**src/rtl/clip_mem_scheduler_pkg.sv**
```systemverilog
// Shared state encoding and default sizing for the clip memory scheduler.
package clip_mem_scheduler_pkg;

    localparam int DEF_ADDR_W = 17;
    localparam int DEF_DEPTH  = 100000;

    typedef enum logic [1:0] {
        IDLE   = 2'd0,
        RECORD = 2'd1,
        PLAY   = 2'd2,
        FINISH = 2'd3
    } sched_state_e;

endpackage

```
**src/rtl/clip_mem_scheduler_sample_addr_counter.sv**
```systemverilog
// Sample address counter: cleared at the start of an operation, stepped once per issued
// memory access, and compared against the current end-of-clip limit.
module clip_mem_scheduler_sample_addr_counter #(
    parameter int ADDR_W = 17
) (
    input  logic              clock_i,
    input  logic              Reset,
    input  logic              clear_i,
    input  logic              inc_i,
    input  logic [ADDR_W-1:0] limit_i,
    output logic [ADDR_W-1:0] count_o,
    output logic              at_limit_o
);

    logic [ADDR_W-1:0] count_q;
    logic [ADDR_W-1:0] count_d;

    // Clear has priority over increment so a fresh operation always starts at address 0.
    always_comb begin
        count_d = count_q;
        if (clear_i) begin
            count_d = '0;
        end else if (inc_i) begin
            count_d = count_q + ADDR_W'(1);
        end
    end

    always_ff @(posedge clock_i) begin
        if (Reset) begin
            count_q <= '0;
        end else begin
            count_q <= count_d;
        end
    end

    assign count_o    = count_q;
    assign at_limit_o = (count_q == limit_i);

endmodule

```
**src/rtl/clip_mem_scheduler.sv**
```systemverilog
// Record/playback sequencer for the two clip BRAMs: arbitrates requests, issues one memory
// access per sample strobe and remembers each clip's recorded length to end playback.
module clip_mem_scheduler
    import clip_mem_scheduler_pkg::*;
#(
    parameter int ADDR_W = DEF_ADDR_W,
    parameter int DEPTH  = DEF_DEPTH
) (
    input  logic              clock_i,
    input  logic              Reset,
    input  logic              rec_req,
    input  logic              play_req,
    input  logic              stop_req,
    input  logic              rec_clip,
    input  logic              play_clip,
    input  logic              sample_stb,
    output logic [1:0]        mem_en,
    output logic              mem_we,
    output logic [ADDR_W-1:0] mem_addr,
    output logic              rd_valid,
    output logic              busy,
    output logic              done,
    output logic [1:0]        clip_valid
);

    sched_state_e      state_q, state_d;
    logic              clip_q, clip_d;
    logic [ADDR_W-1:0] len_q [2];
    logic [1:0]        mem_en_q;
    logic              mem_we_q;
    logic [ADDR_W-1:0] mem_addr_q;
    logic              rd_valid_q;

    logic              cntClear;
    logic              access;
    logic              lenWrite;
    logic [ADDR_W-1:0] count;
    logic [ADDR_W-1:0] limit;
    logic              atLimit;

    // Recording runs to the full clip depth; playback runs to the stored length of its clip.
    assign limit = (state_q == RECORD) ? ADDR_W'(DEPTH) : len_q[clip_q];

    clip_mem_scheduler_sample_addr_counter #(
        .ADDR_W(ADDR_W)
    ) u_counter (
        .clock_i   (clock_i),
        .Reset     (Reset),
        .clear_i   (cntClear),
        .inc_i     (access),
        .limit_i   (limit),
        .count_o   (count),
        .at_limit_o(atLimit)
    );

    // The end check uses the counter value that already includes the access in flight, so the
    // last access completes before FINISH and an empty clip ends without touching memory.
    always_comb begin
        state_d  = state_q;
        clip_d   = clip_q;
        cntClear = 1'b0;
        access   = 1'b0;
        lenWrite = 1'b0;
        case (state_q)
            IDLE: begin
                if (rec_req) begin
                    state_d  = RECORD;
                    clip_d   = rec_clip;
                    cntClear = 1'b1;
                end else if (play_req) begin
                    state_d  = PLAY;
                    clip_d   = play_clip;
                    cntClear = 1'b1;
                end
            end
            RECORD, PLAY: begin
                if (stop_req || atLimit) begin
                    state_d  = FINISH;
                    lenWrite = (state_q == RECORD);
                end else if (sample_stb) begin
                    access = 1'b1;
                end
            end
            FINISH: state_d = IDLE;
            default: state_d = IDLE;
        endcase
    end

    always_ff @(posedge clock_i) begin
        if (Reset) begin
            state_q    <= IDLE;
            clip_q     <= 1'b0;
            len_q[0]   <= '0;
            len_q[1]   <= '0;
            mem_en_q   <= 2'b00;
            mem_we_q   <= 1'b0;
            mem_addr_q <= '0;
            rd_valid_q <= 1'b0;
        end else begin
            state_q    <= state_d;
            clip_q     <= clip_d;
            mem_en_q   <= access ? (clip_q ? 2'b10 : 2'b01) : 2'b00;
            mem_we_q   <= access && (state_q == RECORD);
            rd_valid_q <= (mem_en_q != 2'b00) && !mem_we_q;
            if (access) begin
                mem_addr_q <= count;
            end
            if (lenWrite) begin
                len_q[clip_q] <= count;
            end
        end
    end

    assign mem_en     = mem_en_q;
    assign mem_we     = mem_we_q;
    assign mem_addr   = mem_addr_q;
    assign rd_valid   = rd_valid_q;
    assign busy       = (state_q == RECORD) || (state_q == PLAY);
    assign done       = (state_q == FINISH);
    assign clip_valid = {len_q[1] != '0, len_q[0] != '0};

endmodule

```
**config.mk**
```make
export PLATFORM = sky130hd
export DESIGN_NAME = clip_mem_scheduler
export DESIGN_NICKNAME = d
export VERILOG_FILES = /design/src/rtl/clip_mem_scheduler_pkg.sv /design/src/rtl/clip_mem_scheduler_sample_addr_counter.sv /design/src/rtl/clip_mem_scheduler.sv
export SDC_FILE = /design/constraint.sdc
export NUM_CORES = 1
export LEC_CHECK = 0
export BUFFER_PORTS_ARGS = -buffer_cell sky130_fd_sc_hd__buf_2
export CORE_UTILIZATION = 40
export DETAILED_ROUTE_END_ITERATION = 10
export GPL_ROUTABILITY_DRIVEN = 0
export GPL_TIMING_DRIVEN = 0
export SYNTH_ARGS = -nofsm -noshare
export SYNTH_HDL_FRONTEND = slang
export SYNTH_SLANG_ARGS = --single-unit
```
**constraint.sdc**
```tcl
create_clock -name clock_i -period 3.1 [get_ports clock_i]
set_input_delay 0.465 -clock clock_i [delete_from_list [all_inputs] [get_ports clock_i]]
set_output_delay 0.465 -clock clock_i [all_outputs]
set_load 0.05 [all_outputs]
```
# Word level (Yosys, flattened, before mapping)
# Memory sizes are Yosys's and may differ from the RTL's. A register that Yosys moved wholly into a read port is not among the register bits.
# Index checks and enable logic that the tools add are counted.
[totals]
ram_bits = 34
mem_bits_ro = 0
reg_bits = 41
elab_cells = 58
mem_count = 1
output_inout_bits = 25
latch_bits = 0
[classes]
mux = 26
n_eq_ne = 6
reduce_logical = 16
shifts = 0
n_bitwise = 1
div_mod_pow = 0
n_addsub = 1
mul = 0
n_lt_le_gt_ge = 0
[mem_list]
columns = ["name", "words", "word_bits", "rd", "rd_clocked_by_memory_dff", "wr", "line_no", "text"]
rows = [
  ["len_q", 2, 17, 3, 1, 2, "clip_mem_scheduler.sv:28", "logic [ADDR_W-1:0] len_q [2];"],
]
[op_table]
columns = ["cell", "n"]
rows = [
  ["17-bit 2-to-1 mux", 2],
  ["17-bit nonzero test", 2],
  ["1-bit 2-to-1 mux", 19],
  ["17-bit by 1-bit adder with 17-bit output (second input constant)", 1],
  ["17-bit == test", 1],
  ["17-bit OR reduction", 1],
  ["2-bit 2-to-1 mux", 4],
  ["2-bit case mux with 3 select lines", 1],
  ["2-bit OR reduction", 3],
  ["2-bit == test (second input constant)", 2],
  ["2-bit AND reduction", 2],
  ["2-bit nonzero test", 2],
  ["3-bit != test (second input constant)", 1],
  ["2-bit by 1-bit == test with 1-bit output (second input constant)", 1],
  ["1-bit logical AND", 2],
  ["2-bit zero test", 1],
  ["1-bit logical OR", 2],
  ["2-bit != test (second input constant)", 1],
  ["1-bit zero test", 1],
  ["1-bit NOT", 1],
]

# Logic depth before layout (Yosys ltp)
[depth]
word_depth = 11
mapped_depth = 13

# Modules after synthesis
# From an unflattened synthesis, not the netlist that was laid out.
[unflattened]
cells_unflattened = 349
hier_area_um2 = 3594.7
[modules_own_cells]
columns = ["module", "seq_area_each_um2", "n_inst", "cells_each", "area_each_um2"]
rows = [
  ["clip_mem_scheduler", 1521.5, 1, 237, 2602.5],
  ["clip_mem_scheduler_sample_addr_counter", 340.3, 1, 112, 992.2],
]

# Least setup slack after synthesis
# No wires, ideal clock.
[synth_path]
path_kind = "register to register"
start = "reg state_q[1]"
end = "mem len_q[0][0] (enable)"
setup_time_ns = 0.376
n_path_buf = 3
arrival_ns = 2.565
stages_incl_launch_ff = 12
path_slack_ns = 0.159
synth_period_minus_slack_ns = 2.941
cell_sequence = "dfxtp_1 -> inv_1 -> ha_1 -> buf_2 -> buf_1 -> nor2_1 -> xnor2_1 -> nor3_1 -> and4_4 -> buf_6 -> o211ai_2 -> nand2b_1"
[synth_rtl]
columns = ["element", "line_no", "text"]
rows = [
  ["from (decl)", "clip_mem_scheduler.sv:26", "sched_state_e state_q, state_d;"],
  ["from (signal assigned)", "clip_mem_scheduler.sv:100", "state_q <= state_d;"],
  ["to (decl)", "clip_mem_scheduler.sv:28", ""],
]

==> impl_metrics.json <==
{
  "outcome": "complete, no violations",
  "grt-ovfl-total": 0,
  "setup_ws_ps": 190,
  "rsz0062_at_grt": "no",
  "critPathMaxStageDelay_ps": 370,
  "dr_total_vias": 3191,
  "yosysTopAreaCell": "edfxtp_1",
  "dpl.hpwl_um": 7290,
  "period_minus_slack_ps": 2910,
  "antenna_found_initial": 0,
  "wl_per_cell_um": 17.3,
  "coreArea_mm2": 0.00933,
  "io_buffers": 32,
  "htree_levels": 3,
  "critPathLaunch": "state_q[1]",
  "switching_share": 0.344,
  "fin_setup_tns_ps": 0,
  "final_layout_size_suffix_gt1_frac": 0.172,
  "synthTopCellsByArea": "edfxtp_1, dfxtp_1, nor2_1",
  "startpoint_type": "flop",
  "ys_ff_latch": 76,
  "synthMuxAreaShare": 0.0537,
  "hold_ws_ps": 412,
  "p_switching_mw": 0.907,
  "wl_um": 9880,
  "utilization": 0.477,
  "cp_max_fo": 10,
  "crit_chain": "inv_1, ha_1, buf_2, buf_2, nor3_1, a32o_1, o32a_4, and4_4, buf_6, o211ai_4, buf_2, nor2_1",
  "maxCapViolations": 0,
  "clkTransAtPathRegs_ps": 80,
  "internal_power_mw": 1.73,
  "yosysSeqAreaShare": 0.481,
  "grt_pass1_vias": 3083,
  "num_rows": 35,
  "syn_avg_cell_area_um2": 9.82,
  "clkSinkCount": 76,
  "dp_slack_ps": -660,
  "hold_class": "reg2reg",
  "drtPass1Iterations": 5,
  "grt_max_degree": 18,
  "slew_violations": 0,
  "comb_power_share": 0.287,
  "max_clock_freq_mhz": 344,
  "n_antenna_cell": 0,
  "fin_nets": 451,
  "ios": 33,
  "synthCells": 394,
  "die_x_um": 100,
  "clock_latency_ps": 360,
  "synth_adder_area_share": 0.0162,
  "critPathKind": "reg2reg",
  "cts_buffers": 9,
  "tightest_slew_ps": 623,
  "fp.dieH_um": 100,
  "peakVddDrop_v": 0.000235,
  "hold_violations": 0,
  "synthSimpleGateAreaFrac": 0.205,
  "cp_slowest_cell": "o211ai_4",
  "cpMostUsedCell": "buf_2",
  "power_density_mw_per_mm2": 593,
  "clk_path_buf_depth": 2,
  "initial_utilization": 0.415,
  "mappedNetlistArea_mm2": 0.00387,
  "synth.distinct_cells": 53,
  "grt.total_usage": 0.212,
  "p_clk_frac": 0.286,
  "power.share.sequential": 0.427,
  "endpoint_kind": "flop",
  "leakagePower_nw": 1.52,
  "synthXorXnorAreaFrac": 0.0204,
  "r2r_start": "state_q[1]",
  "ys_warn_count": 0,
  "drc": 0,
  "min_from": "mem_we",
  "grt_pass1_wl_um": 16000,
  "worst_ep_required_time_ps": 3200,
  "syn_to_final_growth_pct": 14.9,
  "maxSlewHeadroom": 0.585,
  "fin_skew_ps": 13.7,
  "synth_compound_area_frac": 0.168,
  "syn_nets": 407,
  "vias_per_cell": 5.58,
  "yosysTopAreaCellShare": 0.264,
  "setup_viol": 0,
  "cts_tree": "built",
  "final_antenna_net_count": 0,
  "dieArea_mm2": 0.0101,
  "drt_iter0_markers": 156,
  "cp_top_family": "buffers and inverters",
  "synth_top_family_by_area": "simple AND/OR/NAND/NOR gates",
  "path_buf_inv": 5,
  "cp.arrival_ps": 3020,
  "cts-root-buf": "clkbuf_8",
  "period_share": 0.939
}
## cell type report
class                   instances  area, um^2
fillers                       900        4880
flip-flops and latches         76        1860
multi-input cells             272        1850
well taps                     129         161
repair buffers                 32         160
plain buffers                  24         130
clock buffers                  10         128
inverters                      23        87.6
clock inverters                 6        65.1
## per-layer routing
layer  share of wire  GRT usage
met1            0.46      0.283
met3           0.055     0.0432
met4           0.013     0.0647
met2            0.47      0.347
met5               0          0
## metrics by stage
step                      power, mW  cells  cell area (um^2)
after global placement         1.87    555              4190
after floorplan                1.70    394              3870
after detailed placement       1.87    555              4190
after CTS                      2.64    571              4420
after global routing           2.75    572              4450
final                          2.64    572              4450
## flip-flops by register name (all words and copies together) (netlist names), named ones only
| signal | flops |
|---|---|
| clip_q | 1 |
| len_q | 34 |
| mem_addr | 17 |
| mem_en | 2 |
| mem_we | 1 |
| rd_valid | 1 |
| state_q | 2 |
| u_counter.count_o | 17 |
## power groups by stage
| stage | Clock [mW] | Combinational, mW | Sequential, mW |
|---|---|---|---|
| after floorplan | 0 | 0.555 | 1.15 |
| after global placement | 0 | 0.720 | 1.15 |
| after detailed placement | 0 | 0.727 | 1.15 |
| after CTS | 0.762 | 0.754 | 1.12 |
| after global routing | 0.794 | 0.823 | 1.13 |
| final | 0.754 | 0.757 | 1.12 |
## cell families after synthesis
family,after synthesis
simple gates,150
compound gates,88
flops,76
buf+inv,47
mux,19
xor+xnor,9
fa+ha+maj,5
## layout by cell type (no fill, tap or decap), types with 3 or more instances in the layout
master / n
nor2_1: 45
dfxtp_1: 42
buf_2: 39
edfxtp_1: 34
o21ai_0: 26
inv_1: 22
o41ai_1: 19
nor2b_1: 19
nand2_1: 18
mux2i_1: 16
clkbuf_1: 15
nor4_1: 14
a21oi_1: 12
nand4_1: 12
nor3_1: 9
xnor2_1: 9
clkbuf_8: 9
nand3_1: 6
or3_1: 5
or4_1: 5
o31ai_1: 5
ha_1: 5
o21a_1: 4
clkinv_2: 3
nor3b_1: 3
nand2b_1: 3
nand2b_4: 3
o31a_1: 3
a31o_2: 3
## worst reg2reg max path, delay by kind of cell (launching register included)
family / cells / cell delay, ps
fa+ha+maj: 1 / 140
compound gates: 3 / 850
simple gates: 3 / 320
flops: 1 / 330
buf+inv: 5 / 1020
## synth_stat cells, drive strengths merged
cell / number
nor2: 45
nor4: 15
edfxtp: 34
nand2b: 5
a31oi: 1
a31o: 3
nand2: 18
a2111o: 1
and2: 1
nor3: 10
o21a: 4
and4: 3
a211o: 1
nand3b: 1
o22ai: 1
a41o: 1
or3: 5
ha: 5
o32a: 1
dfxtp: 42
inv: 22
nor2b: 19
o31a: 3
nand3: 6
mux2: 1
o31ai: 5
a32o: 1
a21oi: 13
o41ai: 19
buf: 10
clkbuf: 14
xnor2: 9
nand4: 12
a211oi: 1
o21ai: 26
clkinv: 1
nand4b: 2
or4: 5
a41oi: 2
a221oi: 1
nor3b: 3
o22a: 1
mux2i: 18
o211ai: 3
## final timing paths
kind / endpoint / slack [ps] / cells after the start
setup / recovery: len_q[1][15] / 190 / 12
hold / removal: rd_valid / 410 / 1
setup reg to reg: len_q[1][15] / 190 / 12
hold reg to reg: rd_valid / 410 / 1
## timing repair
action	4_1_cts	5_1_grt
cloned	0	1
hold buffers	0	0
gates resized for setup	9	2
setup buffers	0	0
endpoints found under the setup margin	54	27
Note: power is estimated with default switching activity, not from simulation.
